--- src/rtl/pipe_stage_regs_pkg.sv ---
// rtl/pipe_stage_regs_pkg.sv - widths, boundary bundle types and bubble constants for the F/D, D/E and E/M registers
package pipe_stage_regs_pkg;

  localparam int DATA_W = 32;
  localparam int REG_W  = 5;
  localparam int ALUC_W = 3;

  typedef struct packed {
    logic [DATA_W-1:0] instr;
    logic [DATA_W-1:0] pc_plus4;
  } fd_bundle_t;

  typedef struct packed {
    logic              reg_write;
    logic              mem_to_reg;
    logic              mem_write;
    logic              mem_write_sb;
    logic              alu_src;
    logic              reg_dst;
    logic              jal;
    logic [ALUC_W-1:0] alu_control;
    logic [DATA_W-1:0] data1;
    logic [DATA_W-1:0] data2;
    logic [DATA_W-1:0] sign_imm;
    logic [DATA_W-1:0] pc_plus4;
    logic [REG_W-1:0]  rs;
    logic [REG_W-1:0]  rt;
    logic [REG_W-1:0]  rd;
    logic              sys;
    logic [DATA_W-1:0] regv;
    logic [DATA_W-1:0] rega;
  } de_bundle_t;

  typedef struct packed {
    logic              reg_write;
    logic              mem_to_reg;
    logic              mem_write;
    logic              mem_write_sb;
    logic              jal;
    logic              sys;
    logic [DATA_W-1:0] alu_out;
    logic [DATA_W-1:0] write_data;
    logic [DATA_W-1:0] pc_plus4;
    logic [DATA_W-1:0] regv;
    logic [DATA_W-1:0] rega;
    logic [REG_W-1:0]  write_reg;
  } em_bundle_t;

  // An all-zero bundle is a nop/bubble: no register write, no store, no jal, no syscall.
  localparam fd_bundle_t FD_BUBBLE = '0;
  localparam de_bundle_t DE_BUBBLE = '0;
  localparam em_bundle_t EM_BUBBLE = '0;

endpackage

--- src/rtl/pipe_stage_regs_pipe_reg.sv ---
// rtl/pipe_stage_regs_pipe_reg.sv - width-parameterised flop with sync reset, enable and enable-qualified clear
module pipe_reg #(
  parameter int           W       = 1,
  parameter logic [W-1:0] RST_VAL = '0
) (
  input  logic         clk,
  input  logic         rst,
  input  logic         en,
  input  logic         clr,
  input  logic [W-1:0] d,
  output logic [W-1:0] q
);

  // Clear only acts while enabled, so a hold beats a clear.
  always_ff @(posedge clk) begin
    if (rst) begin
      q <= RST_VAL;
    end else if (en) begin
      q <= clr ? RST_VAL : d;
    end
  end

endmodule

--- src/rtl/pipe_stage_regs.sv ---
// rtl/pipe_stage_regs.sv - F/D, D/E, E/M pipeline registers with stall/flush; SYSCALL_TRACE_EN enables sys/regv/rega
module pipe_stage_regs
  import pipe_stage_regs_pkg::*;
(
  input  logic              clk,
  input  logic              rst,
  input  logic              StallD,
  input  logic              PCSrcD,
  input  logic              FlushE,
  input  logic [DATA_W-1:0] InstrF,
  input  logic [DATA_W-1:0] PCPlus4F,
  output logic [DATA_W-1:0] InstrD,
  output logic [DATA_W-1:0] PCPlus4D,
  input  logic              RegWriteD,
  input  logic              MemtoRegD,
  input  logic              MemWriteD,
  input  logic              MemWriteSBD,
  input  logic              ALUSrcD,
  input  logic              RegDstD,
  input  logic              JalD,
  input  logic [ALUC_W-1:0] ALUControlD,
  input  logic [DATA_W-1:0] data1D,
  input  logic [DATA_W-1:0] data2D,
  input  logic [DATA_W-1:0] SignImmD,
  input  logic [REG_W-1:0]  RsD,
  input  logic [REG_W-1:0]  RtD,
  input  logic [REG_W-1:0]  RdD,
  input  logic              sysD,
  input  logic [DATA_W-1:0] regvD,
  input  logic [DATA_W-1:0] regaD,
  output logic              RegWriteE,
  output logic              MemtoRegE,
  output logic              MemWriteE,
  output logic              MemWriteSBE,
  output logic              ALUSrcE,
  output logic              RegDstE,
  output logic              JalE,
  output logic [ALUC_W-1:0] ALUControlE,
  output logic [DATA_W-1:0] data1E,
  output logic [DATA_W-1:0] data2E,
  output logic [DATA_W-1:0] SignImmE,
  output logic [DATA_W-1:0] PCPlus4E,
  output logic [REG_W-1:0]  RsE,
  output logic [REG_W-1:0]  RtE,
  output logic [REG_W-1:0]  RdE,
  output logic              sysE,
  output logic [DATA_W-1:0] regvE,
  output logic [DATA_W-1:0] regaE,
  input  logic [DATA_W-1:0] ALUInE,
  input  logic [DATA_W-1:0] WriteDataE,
  input  logic [REG_W-1:0]  WriteRegE,
  output logic              RegWriteM,
  output logic              MemtoRegM,
  output logic              MemWriteM,
  output logic              MemWriteSBM,
  output logic              JalM,
  output logic              sysM,
  output logic [DATA_W-1:0] ALUOutM,
  output logic [DATA_W-1:0] WriteDataM,
  output logic [DATA_W-1:0] PCPlus4M,
  output logic [DATA_W-1:0] regvM,
  output logic [DATA_W-1:0] regaM,
  output logic [REG_W-1:0]  WriteRegM
);

  fd_bundle_t fd_d, fd_q;
  de_bundle_t de_d, de_q;
  em_bundle_t em_d, em_q;

  assign fd_d.instr    = InstrF;
  assign fd_d.pc_plus4 = PCPlus4F;

  pipe_reg #(.W($bits(fd_bundle_t)), .RST_VAL(FD_BUBBLE)) u_fd (
    .clk (clk),
    .rst (rst),
    .en  (~StallD),
    .clr (PCSrcD),
    .d   (fd_d),
    .q   (fd_q)
  );

  assign InstrD   = fd_q.instr;
  assign PCPlus4D = fd_q.pc_plus4;

  assign de_d.reg_write    = RegWriteD;
  assign de_d.mem_to_reg   = MemtoRegD;
  assign de_d.mem_write    = MemWriteD;
  assign de_d.mem_write_sb = MemWriteSBD;
  assign de_d.alu_src      = ALUSrcD;
  assign de_d.reg_dst      = RegDstD;
  assign de_d.jal          = JalD;
  assign de_d.alu_control  = ALUControlD;
  assign de_d.data1        = data1D;
  assign de_d.data2        = data2D;
  assign de_d.sign_imm     = SignImmD;
  assign de_d.pc_plus4     = fd_q.pc_plus4;
  assign de_d.rs           = RsD;
  assign de_d.rt           = RtD;
  assign de_d.rd           = RdD;

`ifdef SYSCALL_TRACE_EN
  assign de_d.sys  = sysD;
  assign de_d.regv = regvD;
  assign de_d.rega = regaD;
`else
  // Trace fields are tied off; the inputs stay on the port list for a uniform interface.
  logic unused_trace;
  assign unused_trace = ^{sysD, regvD, regaD};
  assign de_d.sys  = 1'b0;
  assign de_d.regv = '0;
  assign de_d.rega = '0;
`endif

  pipe_reg #(.W($bits(de_bundle_t)), .RST_VAL(DE_BUBBLE)) u_de (
    .clk (clk),
    .rst (rst),
    .en  (1'b1),
    .clr (FlushE),
    .d   (de_d),
    .q   (de_q)
  );

  assign RegWriteE   = de_q.reg_write;
  assign MemtoRegE   = de_q.mem_to_reg;
  assign MemWriteE   = de_q.mem_write;
  assign MemWriteSBE = de_q.mem_write_sb;
  assign ALUSrcE     = de_q.alu_src;
  assign RegDstE     = de_q.reg_dst;
  assign JalE        = de_q.jal;
  assign ALUControlE = de_q.alu_control;
  assign data1E      = de_q.data1;
  assign data2E      = de_q.data2;
  assign SignImmE    = de_q.sign_imm;
  assign PCPlus4E    = de_q.pc_plus4;
  assign RsE         = de_q.rs;
  assign RtE         = de_q.rt;
  assign RdE         = de_q.rd;
  assign sysE        = de_q.sys;
  assign regvE       = de_q.regv;
  assign regaE       = de_q.rega;

  assign em_d.reg_write    = de_q.reg_write;
  assign em_d.mem_to_reg   = de_q.mem_to_reg;
  assign em_d.mem_write    = de_q.mem_write;
  assign em_d.mem_write_sb = de_q.mem_write_sb;
  assign em_d.jal          = de_q.jal;
  assign em_d.sys          = de_q.sys;
  assign em_d.alu_out      = ALUInE;
  assign em_d.write_data   = WriteDataE;
  assign em_d.pc_plus4     = de_q.pc_plus4;
  assign em_d.regv         = de_q.regv;
  assign em_d.rega         = de_q.rega;
  assign em_d.write_reg    = WriteRegE;

  pipe_reg #(.W($bits(em_bundle_t)), .RST_VAL(EM_BUBBLE)) u_em (
    .clk (clk),
    .rst (rst),
    .en  (1'b1),
    .clr (1'b0),
    .d   (em_d),
    .q   (em_q)
  );

  assign RegWriteM   = em_q.reg_write;
  assign MemtoRegM   = em_q.mem_to_reg;
  assign MemWriteM   = em_q.mem_write;
  assign MemWriteSBM = em_q.mem_write_sb;
  assign JalM        = em_q.jal;
  assign sysM        = em_q.sys;
  assign ALUOutM     = em_q.alu_out;
  assign WriteDataM  = em_q.write_data;
  assign PCPlus4M    = em_q.pc_plus4;
  assign regvM       = em_q.regv;
  assign regaM       = em_q.rega;
  assign WriteRegM   = em_q.write_reg;

endmodule

--- config.mk ---
export PLATFORM = sky130hd
export DESIGN_NAME = pipe_stage_regs
export DESIGN_NICKNAME = d
export VERILOG_FILES = /design/src/rtl/pipe_stage_regs_pkg.sv /design/src/rtl/pipe_stage_regs_pipe_reg.sv /design/src/rtl/pipe_stage_regs.sv
export SDC_FILE = /design/constraint.sdc
export NUM_CORES = 1
export LEC_CHECK = 0
export ABC_AREA = 1
export BUFFER_PORTS_ARGS = -buffer_cell sky130_fd_sc_hd__buf_2
export CORE_AREA = 2 2 298 300
export CTS_CLUSTER_DIAMETER = 200
export DETAILED_ROUTE_END_ITERATION = 6
export DIE_AREA = 0 0 300 302
export SETUP_SLACK_MARGIN = 0.05
export SLEW_MARGIN = 20
export SYNTH_ARGS = -nofsm -noshare
export SYNTH_HDL_FRONTEND = slang
export SYNTH_SLANG_ARGS = --single-unit
export TNS_END_PERCENT = 30
--- constraint.sdc ---
create_clock -name clk -period 2.5 [get_ports clk]
set_input_delay 0.125 -clock clk [delete_from_list [all_inputs] [get_ports clk]]
set_output_delay 0.125 -clock clk [all_outputs]
set_load 0.01 [all_outputs]
Word level (Yosys, flattened, before mapping) --
Cells that the tools add are included.
Storage, ports and cells: register bits after elaboration 453, bits of input ports 324
Cells by class: multiplexer cells 1, reductions and logical operators 1
Operators with widths (number):
- $mux 64 | 1
- $reduce_or 2->1 | 1

Depth between registers and ports, before layout --
Gate-level depths: netlist of the first run.
depth after elaboration 1, gate-level depth with buffers 6, depth with buffers taken out 3

Modules after synthesis --
From an unflattened synthesis of the first run, not the netlist that was laid out.
Unflattened totals: cell total of the unflattened synthesis 2017, area total of the unflattened synthesis 16623.4 um^2
Modules (own cells, without submodules):
- pipe_reg (u_de) | instances 1, cells an instance 970, area each 7932.6 um^2, sequential area each 4364.2 um^2
- pipe_reg (u_em) | instances 1, cells an instance 760, area each 6294.8 um^2, sequential area each 3423.3 um^2
- pipe_reg (u_fd) | instances 1, cells an instance 284, area each 2384.8 um^2, sequential area each 1281.2 um^2
- pipe_stage_regs | instances 1, cells an instance 3, area each 11.3 um^2, sequential area each 0.0 um^2

Worst setup path after synthesis of the first run --
Ideal clock, no wire load.
path kind input port to flip-flop, start input rst, end register u_de.q[177], setup time 0.062 ns, data arrival time 0.947 ns, required time 2.438 ns, path slack 1.491 ns, stages on the path 6, cells stage by stage buf_6 -> or2_1 -> buf_6 -> buf_6 -> buf_6 -> nor2_4
Between the ends: word-level cells in the longest chain between the ends 1
RTL lines:
- from (decl) | RTL line pipe_stage_regs.sv:6 | input logic rst,
- $reduce_or 2->1 (no line)
- to (signal assigned) | RTL line pipe_stage_regs_pipe_reg.sv:19 | q <= clr ? RST_VAL : d;
- to (decl) | RTL line pipe_stage_regs_pipe_reg.sv:11 | output logic [W-1:0] q
Every way passes these cells. A chain may end at the register's enable or synchronous reset.

Worst setup path after layout of the first run --
start register u_fd.q[22], end output PCPlus4D[22]
RTL lines:
- from (decl) | RTL line pipe_stage_regs_pipe_reg.sv:11
- from (signal assigned) | RTL line pipe_stage_regs_pipe_reg.sv:19
- to (decl) | RTL line pipe_stage_regs.sv:13 | output logic [DATA_W-1:0] PCPlus4D,
No word-level cell between the ends.

==> impl_metrics.tcl, run 1 <==
set metrics [dict create \
    gp_routability_congestion 0.7659 \
    start_util_pct 12.22 \
    numCtsBuffers 39 \
    wl_mm 36.26 \
    area_growth_pct 70.68 \
    fill_cells 9536 \
    wl_per_cell_um 11.17 \
    chipWidth_um 300 \
    grt_util_all_layers_pct 7.367 \
    cp_max_fo 3 \
    io_buffer_count 581 \
    cts.repair.resized 0 \
    required_ps 2380 \
    grt_max_degree 171 \
    startpoint_type "flop" \
    ys_seq_elements 323 \
    clk_latency_ps 560 \
    dp_slack_ps 793.3 \
    relSlewSlack_pct 36.10 \
    coreArea_um2 87560 \
    viasPerCell 3.005 \
    rows 109 \
    dp.cells 2926 \
    drt_iter0_markers 469 \
    setup_viol 0 \
    cts_sinks 323 \
    status "complete, no violations" \
    fin_util_pct 20.85 \
    p_per_area_nw_per_um2 674.9 \
    cp_slowest_stage_delay_ps 400 \
    synth_cell_types 14 \
    max_freq_mhz 793.1 \
    nets 2380 \
    antenna_found_initial 7 \
    cts-root-buf "clkbuf_16" \
    vdd_drop_max_v 0.0005112 \
    num_vias 9756 \
    grt_pass1_vias 9544 \
    drv_slew 0 \
    hpwl_mm 23.84 \
    die_area_um2 90600 \
    n_antenna_cell 0 \
    period_share_pct 50.44 \
    hold_viol_final 0 \
    stdcell_count 3247 \
    cp_top_family "flip-flops" \
    gr-total-overflow 0 \
    hp-class "input port to flop" \
    crit_path_top_delay_cell "dfxtp_1" \
    synthCells 1215 \
    first_pass_iters 4 \
    grt_pass1_wl_mm 51.49 \
    die_h_um 302 \
    critPathArrivalTime_ps 1140 \
    htreeDepth 2 \
    clock_path_buffers 3 \
    p_leak_uw 0.009297 \
    endpoint_kind "output pin" \
    fin_ws_ps 1239 \
    drive_gt1_share_pct 34.87 \
    critPathKind "flop to output pin" \
    drv_cap 0 \
    yosysWarningCount 0 \
    power_uw 12320 \
    critPathBufInv 1 \
    period_needed_ps 1261 \
    netlist_area_um2 10700 \
    cts_tree "built" \
    path_cells "buf_2" \
    synth-seq-area-share_pct 60.45 \
    clk_pin_slew_ps 60 \
    num_io_pins 777 \
    finClkSkew_ps 10.77 \
    route.detailed.drc 0 \
    ant_nets 0 \
    setup_tns_ps 0 \
    synth.avg_cell_area_um2 8.804 \
    tightestPinTransition_ps 958.6 \
    rsz0062_at_grt "no" \
]
[synthesized netlist by cell type]
cell type	number	share of area (%)
or2_1	1	0.059
nand2_1	128	4.5
nor2_1	189	6.6
buf_6	10	1.1
nor2_4	10	1.1
clkbuf_1	28	0.98
buf_4	130	9.1
nor2_2	61	3.6
buf_1	4	0.14
buf_2	7	0.33
inv_1	259	9.1
conb_1	1	0.035
dfxtp_1	323	60
a21oi_1	64	3.0
[tightest hold or removal path: stages]
cell and delay [ps]:
buf_2 270, nand2_1 120, a21oi_1 50
[per-stage QoR]
step                hold WS [ps]  area (µm²)
finish                     67.12       18260
global placement           326.3       14470
detailed placement         331.9       14470
global route               62.23       18260
floorplan                  232.0       11180
CTS                        16.46       18260
[flip-flops by register name, indices dropped and copies added, names as in the netlist]
| name | count |
|---|---|
| u_em.q | 106 |
| u_fd.q | 64 |
| u_de.q | 153 |
[final timing paths]
check	start	depth (start not counted)	slack, ps	endpoint
max	u_fd.q[22]$_SDFFE_PP0N_	1	1240	PCPlus4D[22]
min	StallD	3	70	u_fd.q[21]$_SDFFE_PP0N_
max reg2reg	u_fd.q[30]$_SDFFE_PP0N_	2	1660	u_de.q[110]$_SDFF_PP0_
min reg2reg	u_de.q[82]$_SDFF_PP0_	2	410	u_em.q[71]$_SDFF_PP0_
[routing by layer]
| layer | global-route usage, % | share of wire, % | vias to the layer above |
|---|---|---|---|
| met5 | 0 | 0.074 | - |
| met3 | 2.471 | 8.7 | 71 |
| li1 | - | - | 4861 |
| met2 | 12.54 | 48 | 433 |
| met4 | 4.190 | 4.2 | 4 |
| met1 | 8.025 | 39 | 4387 |
[power by group]
group | internal (µW) | switching, µW | total [µW]
Clock | 3340 | 2260 | 5600
Sequential | 5340 | 66.2 | 5410
Combinational | 638 | 678 | 1320
[layout by cell type (no fill, tap or decap), drive strengths merged]
cell type    instances
a21oi               64
buf                596
bufinv               3
clkbuf              53
clkinv               8
clkinvlp             1
conb               130
dfxtp              323
dlygate4sd3        254
inv                261
nand2              128
nor2               260
or2                  1
[cell families (layout without fill, tap and decap cells)]
| logic type | Yosys count | in the layout | share of synthesized area [%] |
|---|---|---|---|
| compound gates | 64 | 64 | 2.995 |
| buf+inv | 438 | 1176 | 20.72 |
| flops | 323 | 323 | 60.45 |
| other cells | 1 | 130 | 0.03506 |
| simple gates | 389 | 389 | 15.80 |
[what timing repair did]
item                                   CTS  global route
buffers inserted                         0             0
hold buffers                           254             0
endpoints found under the hold margin  254             0
[cell type report]
class | instances | area (µm²) | share of cell area, %
multi-input cells | 583 | 2506 | 13.73
well taps | 1165 | 1458 | 7.984
clock buffers | 53 | 1079 | 5.908
repair buffers | 850 | 5607 | 30.71
inverters | 259 | 972.2 | 5.325
flip-flops and latches | 323 | 6466 | 35.42
clock inverters | 14 | 168.9 | 0.9252
(Power assumes the default switching activity.)
==> inputs of run 2 (changes only) <==
clock period = 1.1 ns   (was 2.5 ns; I/O delays follow)
==> impl_metrics.tcl, run 2 (synthesized netlist as in run 1, its figures left out) <==
set metrics [dict create \
    status "complete, no violations" \
    gr-total-overflow 0 \
    cts_tree "built" \
    io_buffer_count 581 \
    cp_top_family "flip-flops" \
    max_freq_mhz 922.7 \
    num_io_pins 777 \
    clockPowerShare_pct 44.8 \
    p_sw_share_pct 24.39 \
    p_sw_uw 7021 \
    r2r_setup_slack_ps 240 \
    timing.rr.start "u_fd.q[30]$_SDFFE_PP0N_" \
    pwr-share-seq_pct 43.1 \
    reg.largest.list "u_de.q: 153 flops, u_em.q: 106 flops, u_fd.q: 64 flops" \
    rows 109 \
    holdPathEnd "u_fd.q[18]$_SDFFE_PP0N_" \
    vdd_drop_max_v 0.001332 \
    n_antenna_cell 0 \
    area_growth_pct 90.48 \
    grt_util_all_layers_pct 7.764 \
    cts-root-buf "clkbuf_16" \
    clk_pin_slew_ps 60 \
    regArea_um2 6749 \
    power_uw 28790 \
    clock_path_buffers 3 \
    clk_latency_ps 540 \
    cts_sinks 323 \
    reg2regPathDepth 3 \
    drive_gt1_share_pct 46.68 \
    critPathArrivalTime_ps 1030 \
    hold_path_depth 5 \
    final_cell_mix "buf_2, inv_1, dlygate4sd3_1" \
    multi_input_area_um2 2506 \
    crit_path_top_delay_cell "dfxtp_4" \
    relSlewSlack_pct 48.27 \
    largest_reg_flops 153 \
    p_int_uw 21770 \
    antenna_found_initial 2 \
    period_needed_ps 1084 \
    r2r_end "u_de.q[110]$_SDFF_PP0_" \
    start_util_pct 12.22 \
    drt_iter0_markers 483 \
    grt_pass1_wl_mm 55.19 \
    p_per_area_nw_per_um2 1413 \
    chipWidth_um 300 \
    holdWs_ps 40.51 \
    fill_cells 9195 \
    p_comb_share_pct 12.2 \
    cp_slowest_stage_delay_ps 360 \
    viasPerCell 3.096 \
    die_h_um 302 \
    nets 2437 \
    route.detailed.drc 0 \
    drv_slew 0 \
    dp.cells 2942 \
    finalInstanceArea_um2 20370 \
    stdcell_count 3303 \
    cp_max_fo 2 \
    path_cells "buf_6" \
    tightestPinTransition_ps 776.0 \
    hpwl_mm 24.70 \
    critPathKind "flop to output pin" \
    startpoint_type "flop" \
    first_pass_iters 5 \
    drv_cap 0 \
    gp_routability_congestion 0.7570 \
    grt_max_degree 65 \
    final_common_cell "buf_2" \
    htreeDepth 2 \
    numCtsBuffers 38 \
    top_register "u_de.q" \
    finClkSkew_ps 8.199 \
    rsz0062_at_grt "yes" \
    coreArea_um2 87560 \
    placed_cell_area_um2 14640 \
    hp-class "input port to flop" \
    endpoint_kind "output pin" \
    wl_per_cell_um 11.98 \
    die_area_um2 90600 \
    required_ps 1040 \
    min-delay-start "PCSrcD" \
    critPathBufInv 1 \
    grt_pass1_vias 10272 \
    hold_viol_final 0 \
    wl_mm 39.56 \
    period_share_pct 98.53 \
    ant_nets 0 \
    fin_util_pct 23.27 \
    num_vias 10227 \
    setup_viol 0 \
    p_leak_uw 0.009898 \
]
## run 2: cell count changes in the layout (fill, tap and decap cells not counted), sizes merged
cell / before / now
buf: 596 / 654
bufinv: 3 / 4
clkbuf: 53 / 51
clkinv: 8 / 6
clkinvlp: 1 / 2
## run 2: timing repair
action	4_1_cts	5_1_grt
hold endpoints to repair	254	0
hold buffers	254	0
cloned	0	0
gates resized for setup	306	141
pin swaps	0	0
setup endpoints to repair	323	323
buffers inserted	34	8
## run 2: metal layers
layer	global-route usage, %	part of all wire (%)	up-vias
met2	13.53	51	451
li1	-	-	4987
met5	0	0.040	-
met4	3.988	3.9	2
met1	8.222	36	4711
met3	2.837	9.3	76
## run 2: cell type report
| cell class | count | share of cell area (%) |
|---|---|---|
| clock buffers | 51 | 5.208 |
| clock inverters | 14 | 0.9334 |
| inverters | 259 | 4.790 |
| multi-input cells | 583 | 12.30 |
| flip-flops and latches | 323 | 33.12 |
| well taps | 1165 | 7.154 |
| repair buffers | 908 | 36.49 |
## run 2: power by group through the flow
stage | logic, µW | registers [µW] | clock network [µW]
floorplan | 1220 | 12800 | 0
global placement | 2310 | 12500 | 0
detailed placement | 2320 | 12500 | 0
CTS | 3300 | 12300 | 13300
global route | 3770 | 12400 | 13800
finish | 3500 | 12400 | 12900
## run 2: worst max path at each step
stage                     cells after the start                endpoint                     from
final                                         1            PCPlus4D[22]  u_fd.q[22]$_SDFFE_PP0N_
after global routing                          1                  RtE[2]    u_de.q[72]$_SDFF_PP0_
after CTS                                     1            PCPlus4D[22]  u_fd.q[22]$_SDFFE_PP0N_
after detailed placement                      4  u_de.q[198]$_SDFF_PP0_                   FlushE
after global placement                        4   u_de.q[65]$_SDFF_PP0_                   FlushE
after floorplan                               6  u_de.q[177]$_SDFF_PP0_                      rst
## run 2: metrics by stage
step / setup WS (ps) / TNS [ps]
finish: 16.18 / 0
CTS: -45.83 / -373.8
floorplan: 161.2 / 0
global placement: -245.5 / -26570
detailed placement: -241.2 / -25250
global route: -39.87 / -312.4
